## src/rtl/conv1d_cmd_sequencer.sv

```systemverilog
// Hardware job engine for the conv1d CFU command port: programs parameters, streams input and
// kernel bytes from memory, fires computation and returns every output word on a stream.
module conv1d_cmd_sequencer #(
    parameter int unsigned CNT_W   = 18,
    parameter int unsigned ADDR_W  = 32,
    parameter logic [6:0]  NOP_CMD = 7'd127
) (
    input  logic              clk,
    input  logic              reset,
    input  logic              start,
    input  logic [ADDR_W-1:0] in_base,
    input  logic [ADDR_W-1:0] k_base,
    input  logic [CNT_W-1:0]  in_len,
    input  logic [CNT_W-1:0]  k_len,
    input  logic [10:0]       out_len,
    input  logic [31:0]       cfg_input_offset,
    input  logic [31:0]       cfg_width,
    input  logic [31:0]       cfg_depth,
    input  logic [31:0]       cfg_bias,
    output logic              busy,
    output logic              done,
    output logic              mem_req_valid,
    output logic [ADDR_W-1:0] mem_req_addr,
    input  logic              mem_rsp_valid,
    input  logic [7:0]        mem_rsp_data,
    output logic [6:0]        cmd,
    output logic [31:0]       inp0,
    output logic [31:0]       inp1,
    input  logic [31:0]       ret,
    output logic              out_valid,
    input  logic              out_ready,
    output logic [31:0]       out_data,
    output logic              out_last
);

    typedef enum logic [3:0] {
        StIdle, StParam, StReq, StWait, StWr, StClear, StCompute, StCompNop,
        StIssue, StCapture, StPresent, StGap, StDone
    } state_e;

    localparam logic [CNT_W-1:0] CntOne = 1;

    state_e             state_q, state_d;
    logic [1:0]         pidx_q, pidx_d;
    logic [CNT_W-1:0]   idx_q, idx_d;
    logic               kern_q, kern_d;
    logic [7:0]         byte_q, byte_d;
    logic [ADDR_W-1:0]  in_base_q, in_base_d, k_base_q, k_base_d;
    logic [CNT_W-1:0]   in_len_q, in_len_d, k_len_q, k_len_d;
    logic [10:0]        out_len_q, out_len_d;
    logic [31:0]        cfg_off_q, cfg_off_d, cfg_w_q, cfg_w_d;
    logic [31:0]        cfg_dp_q, cfg_dp_d, cfg_b_q, cfg_b_d;

    logic               busy_d, done_d, req_valid_d, out_valid_d, out_last_d;
    logic [ADDR_W-1:0]  req_addr_d;
    logic [6:0]         cmd_d;
    logic [31:0]        inp0_d, inp1_d, out_data_d;

    logic [CNT_W-1:0]   idx_inc, idx_d_inc, cur_len, out_len_ext;

    assign idx_inc     = idx_q + CntOne;
    assign idx_d_inc   = idx_d + CntOne;
    assign cur_len     = kern_q ? k_len_q : in_len_q;
    assign out_len_ext = CNT_W'(out_len_q);

    always_comb begin
        state_d   = state_q;
        pidx_d    = pidx_q;
        idx_d     = idx_q;
        kern_d    = kern_q;
        byte_d    = byte_q;
        in_base_d = in_base_q;
        k_base_d  = k_base_q;
        in_len_d  = in_len_q;
        k_len_d   = k_len_q;
        out_len_d = out_len_q;
        cfg_off_d = cfg_off_q;
        cfg_w_d   = cfg_w_q;
        cfg_dp_d  = cfg_dp_q;
        cfg_b_d   = cfg_b_q;
        unique case (state_q)
            StIdle: begin
                if (start) begin
                    in_base_d = in_base;
                    k_base_d  = k_base;
                    in_len_d  = in_len;
                    k_len_d   = k_len;
                    out_len_d = out_len;
                    cfg_off_d = cfg_input_offset;
                    cfg_w_d   = cfg_width;
                    cfg_dp_d  = cfg_depth;
                    cfg_b_d   = cfg_bias;
                    pidx_d    = 2'd0;
                    state_d   = StParam;
                end
            end
            StParam: begin
                pidx_d = pidx_q + 2'd1;
                if (pidx_q == 2'd3) begin
                    idx_d = '0;
                    if (in_len_q != '0) begin
                        kern_d  = 1'b0;
                        state_d = StReq;
                    end else if (k_len_q != '0) begin
                        kern_d  = 1'b1;
                        state_d = StReq;
                    end else begin
                        state_d = StClear;
                    end
                end
            end
            StReq: state_d = StWait;
            StWait: begin
                if (mem_rsp_valid) begin
                    byte_d  = mem_rsp_data;
                    state_d = StWr;
                end
            end
            StWr: begin
                if (idx_inc != cur_len) begin
                    idx_d   = idx_inc;
                    state_d = StReq;
                end else if (!kern_q && k_len_q != '0) begin
                    idx_d   = '0;
                    kern_d  = 1'b1;
                    state_d = StReq;
                end else begin
                    state_d = StClear;
                end
            end
            StClear:   state_d = StCompute;
            StCompute: state_d = StCompNop;
            StCompNop: begin
                idx_d   = '0;
                state_d = (out_len_q == '0) ? StDone : StIssue;
            end
            StIssue:   state_d = StCapture;
            StCapture: state_d = StPresent;
            StPresent: begin
                if (out_ready) begin
                    if (idx_inc == out_len_ext) begin
                        state_d = StDone;
                    end else begin
                        idx_d   = idx_inc;
                        state_d = StGap;
                    end
                end
            end
            StGap:   state_d = StIssue;
            StDone:  state_d = StIdle;
            default: state_d = StIdle;
        endcase
    end

    // Outputs are registered, so they are decoded from the state being entered.
    always_comb begin
        cmd_d       = NOP_CMD;
        inp0_d      = '0;
        inp1_d      = '0;
        req_valid_d = 1'b0;
        req_addr_d  = '0;
        out_data_d  = (state_q == StCapture) ? ret : out_data;
        busy_d      = (state_d != StIdle) && (state_d != StDone);
        done_d      = (state_d == StDone);
        out_valid_d = (state_d == StPresent);
        out_last_d  = (state_d == StPresent) && (idx_d_inc == out_len_ext);
        unique case (state_d)
            StParam: begin
                unique case (pidx_d)
                    2'd0: begin cmd_d = 7'd20; inp1_d = cfg_off_d; end
                    2'd1: begin cmd_d = 7'd25; inp1_d = cfg_w_d;   end
                    2'd2: begin cmd_d = 7'd26; inp1_d = cfg_dp_d;  end
                    2'd3: begin cmd_d = 7'd27; inp1_d = cfg_b_d;   end
                endcase
            end
            StReq: begin
                req_valid_d = 1'b1;
                req_addr_d  = (kern_d ? k_base_d : in_base_d) + ADDR_W'(idx_d);
            end
            StWr: begin
                cmd_d  = kern_d ? 7'd11 : 7'd10;
                inp0_d = 32'(idx_d);
                inp1_d = {{24{byte_d[7]}}, byte_d};
            end
            StClear:   cmd_d = 7'd15;
            StCompute: cmd_d = 7'd40;
            StIssue: begin
                cmd_d  = 7'd12;
                inp0_d = 32'(idx_d);
            end
            default: ;
        endcase
    end

    always_ff @(posedge clk or posedge reset) begin
        if (reset) begin
            state_q       <= StIdle;
            pidx_q        <= '0;
            idx_q         <= '0;
            kern_q        <= 1'b0;
            byte_q        <= '0;
            in_base_q     <= '0;
            k_base_q      <= '0;
            in_len_q      <= '0;
            k_len_q       <= '0;
            out_len_q     <= '0;
            cfg_off_q     <= '0;
            cfg_w_q       <= '0;
            cfg_dp_q      <= '0;
            cfg_b_q       <= '0;
            busy          <= 1'b0;
            done          <= 1'b0;
            mem_req_valid <= 1'b0;
            mem_req_addr  <= '0;
            cmd           <= NOP_CMD;
            inp0          <= '0;
            inp1          <= '0;
            out_valid     <= 1'b0;
            out_data      <= '0;
            out_last      <= 1'b0;
        end else begin
            state_q       <= state_d;
            pidx_q        <= pidx_d;
            idx_q         <= idx_d;
            kern_q        <= kern_d;
            byte_q        <= byte_d;
            in_base_q     <= in_base_d;
            k_base_q      <= k_base_d;
            in_len_q      <= in_len_d;
            k_len_q       <= k_len_d;
            out_len_q     <= out_len_d;
            cfg_off_q     <= cfg_off_d;
            cfg_w_q       <= cfg_w_d;
            cfg_dp_q      <= cfg_dp_d;
            cfg_b_q       <= cfg_b_d;
            busy          <= busy_d;
            done          <= done_d;
            mem_req_valid <= req_valid_d;
            mem_req_addr  <= req_addr_d;
            cmd           <= cmd_d;
            inp0          <= inp0_d;
            inp1          <= inp1_d;
            out_valid     <= out_valid_d;
            out_data      <= out_data_d;
            out_last      <= out_last_d;
        end
    end

endmodule

```

## config.mk

```make
export PLATFORM = sky130hd
export DESIGN_NAME = conv1d_cmd_sequencer
export DESIGN_NICKNAME = d
export VERILOG_FILES = /design/src/rtl/conv1d_cmd_sequencer.sv
export SDC_FILE = /design/constraint.sdc
export NUM_CORES = 1
export LEC_CHECK = 0
export ABC_AREA = 1
export BUFFER_PORTS_ARGS = -buffer_cell sky130_fd_sc_hd__buf_2
export CORE_MARGIN = 8
export CORE_UTILIZATION = 60
export DETAILED_ROUTE_END_ITERATION = 10
export PLACE_DENSITY = 0.87
export REMOVE_ABC_BUFFERS = 1
export SETUP_SLACK_MARGIN = 0.15
export SYNTH_ARGS = -nofsm -noshare
export SYNTH_HDL_FRONTEND = slang
export SYNTH_SLANG_ARGS = --single-unit
```

## constraint.sdc

```tcl
create_clock -name clk -period 37.6 [get_ports clk]
set_input_delay 3.76 -clock clk [delete_from_list [all_inputs] [get_ports clk]]
set_output_delay 3.76 -clock clk [all_outputs]
set_load 0.005 [all_outputs]
```

==> flow_metrics.tcl, run 1 <==
set metrics [dict create \
    status "complete, no violations" \
    critPathKind "in -> reg" \
    grt_max_degree 177 \
    die_h_microns 199 \
    num_rows 67 \
    worstPathRequired_ns 38.05 \
    syn_inst 2658 \
    numCtsBuffers 40 \
    min_period_ns 7.85 \
    area_delta_synth_final_pct 18.8 \
    fin_crit_sh_pct 20.9 \
    avgViaCountPerCell 5.55 \
    cts_root_buf "clkbuf_16" \
    crit_path_end_kind "flop" \
    portBuffers 409 \
    grt_usage_pct 32.1 \
    synth_edf_count 0 \
    regToRegSetupSlack_ns 30.50 \
    clockPowerShare_pct 30.1 \
    grt_pass1_wl_mm 101 \
    htree_levels 2 \
    overflow 0 \
    setup-violations-final 0 \
    dieArea_sq_um 39500 \
    power_per_cell_area_nw_per_um2 61.7 \
    num_vias 19437 \
    cp_max_fo 84 \
    layout-drive-gt1-share_pct 20.2 \
    switching_share_pct 38.4 \
    syn_area_sq_um 20000 \
    clock-sinks 390 \
    initial_core_util_pct 60.3 \
    drv_cap 0 \
    synth.distinct_cells 57 \
    die_w_microns 199 \
    antenna_found_initial 11 \
    core_sq_um 33200 \
    dp_cells 3425 \
    fillCellCount 2592 \
    cts_setup_buffers 0 \
    synthArstFlopShare_pct 100 \
    p_comb_share_pct 34.1 \
    design_area_sq_um 23800 \
    synth-seq-cells 390 \
    p_leak_nw 13.8 \
    fmax_mhz 127 \
    fin_cells 3503 \
    yosysSeqAreaShare_pct 48.8 \
    ios 424 \
    drcViolationCount 0 \
    synth_area_per_cell_sq_um 7.53 \
    synth_flop_cell "dfrtp_1" \
    ir_worst_vdd_v 0.0000363 \
    fin_skew_ns 0.0327 \
    max_slew_margin_pct 24.6 \
    postPlaceCellArea_sq_um 22300 \
    cp-start-kind "primary input" \
    ctsHoldBuffers 0 \
    ant_nets 0 \
    min_path_cells 2 \
    finalSetupTns_ns 0 \
    path_clk_slew_ns 0.06 \
    grt_pass1_vias 19491 \
    hold_slack_ns 0.464 \
    multi_input_area_sq_um 8840 \
    wire_per_inst_microns 18.4 \
    hpwl_mm 46.3 \
    reg2reg_depth 38 \
    worstPathArrival_ns 8.30 \
    cts_tree "yes" \
    ctsResizeCount 0 \
    wirelength_mm 64.3 \
    slew_viol_final 0 \
    grt_setup_unrepaired "no" \
    p_int_w 0.000904 \
    ff_latch_area_sq_um 9770 \
    insertion_delay_ns 0.55 \
    seq_power_share_pct 35.8 \
    yosys_warnings 0 \
    nets 3325 \
    drtIter0Drc 1768 \
    firstDrtPassIters 7 \
    gp_congestion 0.966 \
    hold_viol 0 \
    p_sw_w 0.000563 \
    clockBufferDepth 3 \
    hp-class "reg -> reg" \
    worst_pin_slew_ns 1.13 \
]
==> power by group through the flow <==
| stage | Combinational, W | Sequential (W) | Clock, W |
|---|---|---|---|
| 6_report | 0.000501 | 0.000526 | 0.000441 |
| 5_1_grt | 0.000559 | 0.000531 | 0.000463 |
| 4_1_cts | 0.000494 | 0.000524 | 0.000446 |
| 3_5_place_dp | 0.000491 | 0.000531 | 0 |
| 3_3_place_gp | 0.000478 | 0.000529 | 0 |
| 2_1_floorplan | 0.000323 | 0.000524 | 0 |
==> kinds of logic (layout without fill, tap and decap cells) <==
group                      after synthesis  after routing  synth area share, %
buffers and inverters                  366            745                 7.40
xor gates and xnor gates                13             13                0.638
DFF                                    390            390                 48.8
muxes                                   15             15                0.750
other                                    1             19               0.0187
AOI/OAI and AO/OA                      282            282                 8.09
and+or+nand+nor                       1569           1569                 32.9
adders and majority gates               22             22                 1.41
==> cells in the final DEF, fill, tap and decap left out, drive strengths merged, types with 5 or more instances in the layout <==
master	instances
diode	5
nand4	42
dfrtp	383
o21ai	176
ha	21
nor2	160
nor4	8
buf	428
nand3	125
mux2i	15
conb	14
inv	244
clkinv	9
xor2	9
nor3	16
a21oi	50
bufinv	8
or2	38
clkbuf	56
dfstp	7
a221oi	32
nand3b	6
nand2	1171
==> metal layers <==
metal	track usage [%]	wire length, microns	vias to the layer above	share of wire [%]
met4	13.5	2710	12	4.2
met5	0	72	-	0.11
met3	7.65	6030	191	9.4
met1	40.5	25500	9112	40
li1	-	-	9095	-
met2	52.5	30000	1027	47
==> cells in the mapped netlist (2+ instances only) <==
| master | instances | area [sq um] |
|---|---|---|
| a21o_1 | 3 | 22.5 |
| a21oi_1 | 50 | 250 |
| a221oi_1 | 32 | 280 |
| a31oi_1 | 2 | 12.5 |
| buf_1 | 5 | 18.8 |
| buf_2 | 10 | 50.1 |
| buf_4 | 18 | 135 |
| buf_6 | 2 | 22.5 |
| clkbuf_1 | 86 | 323 |
| dfrtp_1 | 383 | 9580 |
| dfstp_2 | 7 | 184 |
| ha_1 | 21 | 263 |
| inv_1 | 234 | 878 |
| inv_2 | 9 | 33.8 |
| mux2i_1 | 15 | 150 |
| nand2_1 | 1146 | 4300 |
| nand2_2 | 18 | 113 |
| nand2_4 | 7 | 78.8 |
| nand3_1 | 122 | 611 |
| nand3_2 | 3 | 30.0 |
| nand3b_1 | 6 | 45.0 |
| nand4_1 | 40 | 250 |
| nor2_1 | 136 | 510 |
| nor2_2 | 16 | 100 |
| nor2_4 | 6 | 67.6 |
| nor2_8 | 2 | 40.0 |
| nor3_1 | 15 | 75.1 |
| nor3b_1 | 2 | 15.0 |
| nor4_1 | 8 | 50.1 |
| o211ai_1 | 4 | 30.0 |
| o21a_1 | 3 | 22.5 |
| o21ai_0 | 158 | 791 |
| o21ai_1 | 12 | 60.1 |
| o21ai_2 | 5 | 43.8 |
| o21bai_1 | 3 | 22.5 |
| o22ai_1 | 2 | 12.5 |
| or2_2 | 37 | 231 |
| xnor2_1 | 3 | 26.3 |
| xor2_1 | 9 | 78.8 |
==> critical path, cell delays in order <==
cell	delay [ns]
buf_2	0.12
nand2_4	0.50
inv_6	0.38
o21ai_0	0.38
o21ai_0	0.16
ha_1	0.35
nand3_1	0.08
nand2_1	0.12
nand2_1	0.07
nand2_1	0.06
a21oi_1	0.08
nor2_1	0.13
nor2_1	0.07
o21bai_1	0.23
a21boi_0	0.19
o21ai_0	0.43
nand2_1	0.09
nand2_1	0.13
nand3_1	0.08
nand2_1	0.06
nand2_1	0.14
nor2_1	0.14
nand2_1	0.12
nor2_2	0.14
a21boi_1	0.08
nor3_1	0.16
==> path summary, 6_finish.rpt <==
check,from,to
setup / recovery,start,mem_req_addr[31]$_DFF_PP0_
hold / removal,out_data[10]$_DFFE_PP0N_,out_data[10]$_DFFE_PP0N_
setup reg to reg,idx_q[0]$_DFF_PP0_,mem_req_addr[31]$_DFF_PP0_
hold reg to reg,out_data[10]$_DFFE_PP0N_,out_data[10]$_DFFE_PP0N_
max in group asynchronous,reset,cfg_w_q[23]$_DFF_PP0_
min in group asynchronous,reset,inp1[6]$_DFF_PP0_
==> registers in the layout (all words and copies together) (netlist names), 2 cells and up <==
name and count:
k_base_q 32, in_len_q 18, cmd 7, mem_req_addr 32
out_len_q 11, in_base_q 32, idx_q 18, cfg_b_q 32
cfg_w_q 32, k_len_q 18, out_data 32, cfg_off_q 32
cfg_dp_q 32, state_q 4, inp1 32, pidx_q 2
inp0 18
==> final cells by class <==
cell class              instances  share of cell area, %
inverters                     244                   3.91
well taps                     448                   2.36
diodes                          5                 0.0526
clock inverters                17                   1.32
flip-flops and latches        390                   41.1
repair buffers                428                   9.26
clock buffers                  56                   4.85
multi-input cells            1915                   37.2
==> metrics by stage <==
stage / total power (W) / util, % / setup WS (ns)
floorplan: 0.000847 / - / 22.51
global placement: 0.00101 / 67.2 / 29.59
CTS: 0.00146 / 71.6 / 29.84
finish: 0.00147 / 71.6 / 29.75
global route: 0.00155 / 71.6 / 29.27
detailed placement: 0.00102 / 67.2 / 29.36
(Power assumes the default switching activity.)
==> inputs of run 2 (changes only) <==
--- a/config.mk
+++ b/config.mk
@@ -8,9 +8,9 @@
 export ABC_AREA = 1
 export BUFFER_PORTS_ARGS = -buffer_cell sky130_fd_sc_hd__buf_2
 export CORE_MARGIN = 8
-export CORE_UTILIZATION = 60
+export CORE_UTILIZATION = 55
 export DETAILED_ROUTE_END_ITERATION = 10
-export PLACE_DENSITY = 0.87
+export PLACE_DENSITY = 0.8
 export REMOVE_ABC_BUFFERS = 1
 export SETUP_SLACK_MARGIN = 0.15
 export SYNTH_ARGS = -nofsm -noshare
==> constraint.sdc (replaced) <==
create_clock -name clk -period 7.95 [get_ports clk]
set_input_delay 0.795 -clock clk [delete_from_list [all_inputs] [get_ports clk]]
set_output_delay 0.795 -clock clk [all_outputs]
set_load 0.005 [all_outputs]
==> flow_metrics.tcl, run 2 (synthesized netlist as in run 1, its figures left out) <==
set metrics [dict create \
    drv_cap 0 \
    worst_pin_slew_ns 1.13 \
    grt_pass1_wl_mm 102 \
    max_slew_margin_pct 24.3 \
    ir_worst_vdd_v 0.000187 \
    critPathKind "reg -> reg" \
    cp_max_fo 42 \
    setup-violations-final 0 \
    fillCellCount 3199 \
    core_sq_um 36300 \
    wire_per_inst_microns 18.4 \
    fin_cells 3527 \
    grt_pass1_vias 19239 \
    slew_viol_final 0 \
    grt_setup_unrepaired "no" \
    numCtsBuffers 41 \
    initial_core_util_pct 55.2 \
    grt_max_degree 136 \
    min_period_ns 6.47 \
    insertion_delay_ns 0.57 \
    firstDrtPassIters 5 \
    avgViaCountPerCell 5.41 \
    slowest_stage "dfrtp_1" \
    die_h_microns 207 \
    hold_viol 0 \
    portBuffers 409 \
    num_rows 70 \
    final_common_cell "nand2_1" \
    hold_slack_ns 0.412 \
    clockBufferDepth 3 \
    area_delta_synth_final_pct 18.3 \
    ios 424 \
    gp_congestion 0.953 \
    drcViolationCount 0 \
    die_w_microns 207 \
    fin_skew_ns 0.0256 \
    wirelength_mm 64.9 \
    ant_nets 0 \
    htree_levels 2 \
    ctsHoldBuffers 0 \
    drtIter0Drc 1769 \
    ctsResizeCount 0 \
    path_common_cell "nand2_1" \
    nets 3331 \
    p_leak_nw 13.7 \
    cts_root_buf "clkbuf_16" \
    postPlaceCellArea_sq_um 22300 \
    hp-class "in -> async" \
    mostFrequentLayoutCells "nand2_1 (1145), buf_2 (409), dfrtp_1 (383)" \
    crit_path_end_kind "flop" \
    hpwl_mm 47.9 \
    path_clk_slew_ns 0.06 \
    overflow 0 \
    design_area_sq_um 23700 \
    worst-path-buf-inv 1 \
    status "complete, no violations" \
    power_per_cell_area_nw_per_um2 286 \
    cp_top_family "simple AND/OR/NAND/NOR gates" \
    clock-sinks 390 \
    dp_cells 3450 \
    cp-start-kind "flop" \
    num_vias 19080 \
    cts_setup_buffers 0 \
    cpPeakStageDelay_ns 1.09 \
    antenna_found_initial 10 \
    cts_tree "yes" \
    worstPathArrival_ns 6.95 \
    fmax_mhz 155 \
    fin_crit_sh_pct 81.4 \
    grt_usage_pct 30.2 \
    dieArea_sq_um 42700 \
    worstPathRequired_ns 8.43 \
    finalSetupTns_ns 0 \
    layout-drive-gt1-share_pct 20.2 \
]
[run 2: cell count changes in the layout (fill, tap and decap cells not counted), sizes merged]
cell and change:
inv +2, clkinv -2, diode -2, clkbuf +6, bufinv -6, clkinvlp +1, buf +5
[run 2: per-layer routing]
metal | part of all wire [%] | track usage, % | vias up
met5 | 0.14 | 0 | -
met4 | 3.5 | 11.7 | 14
met3 | 8.5 | 6.15 | 153
met2 | 47 | 49.5 | 827
met1 | 41 | 39.3 | 8987
li1 | - | - | 9099
[run 2: area by class of cell]
class / instances / area, sq um / area share, %
flip-flops and latches: 390 / 9770 / 41.2
multi-input cells: 1915 / 8840 / 37.3
repair buffers: 433 / 2230 / 9.40
clock buffers: 62 / 1180 / 5.00
inverters: 244 / 930 / 3.93
well taps: 468 / 586 / 2.47
clock inverters: 12 / 143 / 0.602
diodes: 3 / 7.51 / 0.0317
[run 2: path summary, 6_finish.rpt]
check                                             end  slack (ns)                      from  cells after the start
min                            k_len_q[2]$_DFFE_PP0P_        0.41                     reset                      2
max                        mem_req_addr[31]$_DFF_PP0_        1.48          kern_q$_DFF_PP0_                     35
max in group asynchronous              done$_DFF_PP0_        5.87                     reset                      3
max reg2reg                mem_req_addr[31]$_DFF_PP0_        1.48          kern_q$_DFF_PP0_                     35
min reg2reg                  out_data[25]$_DFFE_PP0N_        0.47  out_data[25]$_DFFE_PP0N_                      2
min in group clk              in_len_q[6]$_DFFE_PP0P_        0.42                 in_len[6]                      3
[run 2: worst reg2reg max path: cells and delay by family, from the launching register on]
family                     cells  cell delay (ns)
and+or+nand+nor               27             3.54
AOI/OAI and AO/OA              6             1.19
DFF                            1             1.09
adders and majority gates      1             0.33
buffers and inverters          1             0.21
[run 2: per-stage QoR]
| step | setup WS [ns] | utilization, % | total power (W) |
|---|---|---|---|
| finish | 1.48 | 65.3 | 0.00676 |
| floorplan | -4.18 | - | 0.00401 |
| detailed placement | 1.69 | 61.6 | 0.00486 |
| CTS | 1.62 | 65.3 | 0.00678 |
| global placement | 1.87 | 61.6 | 0.00482 |
| global route | 0.738 | 65.3 | 0.00720 |
[run 2: power breakdown]
part	total [W]	switching, W	internal, W
sequential	0.00250	0.000220	0.00228
combinational	0.00236	0.00163	0.000723
clock	0.00191	0.000805	0.00110
==> inputs of run 3 (changes only) <==
==> constraint.sdc (replaced) <==
create_clock -name clk -period 6.24 [get_ports clk]
set_input_delay 0.624 -clock clk [delete_from_list [all_inputs] [get_ports clk]]
set_output_delay 0.624 -clock clk [all_outputs]
set_load 0.005 [all_outputs]
==> flow_metrics.tcl, run 3 (synthesized netlist as in run 1, its figures left out) <==
set metrics [dict create \
    status "complete, no violations" \
    initial_core_util_pct 55.2 \
    avgViaCountPerCell 5.40 \
    worst_pin_slew_ns 1.12 \
    min_period_ns 5.47 \
    portBuffers 409 \
    mostFrequentLayoutCells "nand2_1 (1145), buf_2 (409), dfrtp_1 (376)" \
    clockBufferDepth 3 \
    htree_levels 2 \
    power_per_cell_area_nw_per_um2 366 \
    fin_skew_ns 0.0121 \
    num_rows 70 \
    setup_slack_ns 0.767 \
    finalSetupTns_ns 0 \
    fillCellCount 3072 \
    firstDrtPassIters 6 \
    wirelength_mm 66.3 \
    critPathKind "reg -> reg" \
    cp_max_fo 6 \
    ctsHoldBuffers 0 \
    dieArea_sq_um 42700 \
    p_int_w 0.00528 \
    insertion_delay_ns 0.57 \
    fin_crit_sh_pct 87.7 \
    grt_setup_unrepaired "no" \
    worst-path-buf-inv 2 \
    overflow 0 \
    drv_cap 0 \
    wire_per_inst_microns 18.7 \
    drcViolationCount 0 \
    layout-drive-gt1-share_pct 21.0 \
    clock-sinks 390 \
    r2r-start "idx_q[0]$_DFF_PP0_" \
    switching_share_pct 39.6 \
    grt_usage_pct 30.8 \
    area_delta_synth_final_pct 19.3 \
    clockPowerShare_pct 27.8 \
    hold_viol 0 \
    setup.worst_path.start "idx_q[0]$_DFF_PP0_" \
    dp_worst_setup_slack_ns 0.466 \
    hp-class "in -> async" \
    slowest_stage "dfrtp_2" \
    cpPeakStageDelay_ns 0.43 \
    slew_viol_final 0 \
    die_w_microns 207 \
    worstPathArrival_ns 5.96 \
    grt_max_degree 166 \
    core_sq_um 36300 \
    nets 3351 \
    ios 424 \
    path_clk_slew_ns 0.06 \
    cts_root_buf "clkbuf_16" \
    gp_congestion 0.962 \
    setup-violations-final 0 \
    cp-start-kind "flop" \
    worstPathRequired_ns 6.73 \
    cts_tree "yes" \
    final_common_cell "nand2_1" \
    design_area_sq_um 23900 \
    p_comb_share_pct 35.8 \
    grt_pass1_wl_mm 103 \
    die_h_microns 207 \
    seq_power_share_pct 36.4 \
    fmax_mhz 183 \
    max_slew_margin_pct 25.3 \
    num_vias 19145 \
    hold_slack_ns 0.197 \
    crit_path_end_kind "flop" \
    fin_util_pct 65.8 \
    drtIter0Drc 1656 \
    numCtsBuffers 41 \
    antenna_found_initial 7 \
    ir_worst_vdd_v 0.000218 \
    p_leak_nw 13.8 \
    path_common_cell "nand2_1" \
    p_sw_w 0.00346 \
    ant_nets 0 \
    hpwl_mm 49.4 \
    cp_top_family "simple AND/OR/NAND/NOR gates" \
    grt_pass1_vias 19255 \
    postPlaceCellArea_sq_um 22400 \
    regToRegSetupSlack_ns 0.77 \
]
run 3: final timing paths:
kind	endpoint	depth (start not counted)
worst max register to register	mem_req_addr[27]$_DFF_PP0_	38
worst max-delay path	mem_req_addr[27]$_DFF_PP0_	38
min in group clk	in_len_q[11]$_DFFE_PP0P_	3
max in group asynchronous	idx_q[9]$_DFF_PP0_	3
worst min-delay path	in_len_q[4]$_DFFE_PP0P_	2
worst min register to register	out_data[22]$_DFFE_PP0N_	2
run 3: routing by layer:
layer	up-vias	GRT usage (%)	share of wire, %
met5	-	0	0.069
met2	781	50.1	47
met3	162	6.57	8.1
li1	9135	-	-
met4	8	12.6	3.9
met1	9059	39.7	41
run 3: cell type report:
type                            count  area (sq um)  area share [%]
Inverter                          244           930            3.89
Sequential cell                   390          9780            41.0
Clock inverter                     14           181           0.760
Clock buffer                       56          1130            4.74
Antenna cell                        3          7.51          0.0315
Timing Repair Buffer              453          2400            10.1
Multi-Input combinational cell   1915          8850            37.1
Tap cell                          468           586            2.45
run 3: per-stage QoR:
| stage | cells | power, W |
|---|---|---|
| 2_1_floorplan | 2549 | 0.00511 |
| 3_3_place_gp | 3462 | 0.00622 |
| 3_5_place_dp | 3462 | 0.00626 |
| 4_1_cts | 3532 | 0.00871 |
| 5_1_grt | 3542 | 0.00927 |
| 6_report | 3543 | 0.00873 |
run 3: repair_timing:
| action | CTS | global route |
|---|---|---|
| hold endpoints to repair | 0 | 0 |
| setup buffers | 0 | 8 |
| endpoints found under the setup margin | 0 | 13 |
| resized for setup | 0 | 13 |
run 3: worst register-to-register path: cells and delay by family (launching register included):
| kind | cells | cell delay (ns) |
|---|---|---|
| fa+ha+maj | 2 | 0.54 |
| flops | 1 | 0.43 |
| buf+inv | 2 | 0.22 |
| compound gates | 7 | 1.04 |
| simple gates | 27 | 3.18 |
run 3: power groups by stage:
stage	clock network, W	registers, W	logic (W)
global placement	0	0.00320	0.00301
floorplan	0	0.00316	0.00195
CTS	0.00247	0.00317	0.00308
global route	0.00257	0.00321	0.00349
finish	0.00243	0.00318	0.00313
detailed placement	0	0.00321	0.00305
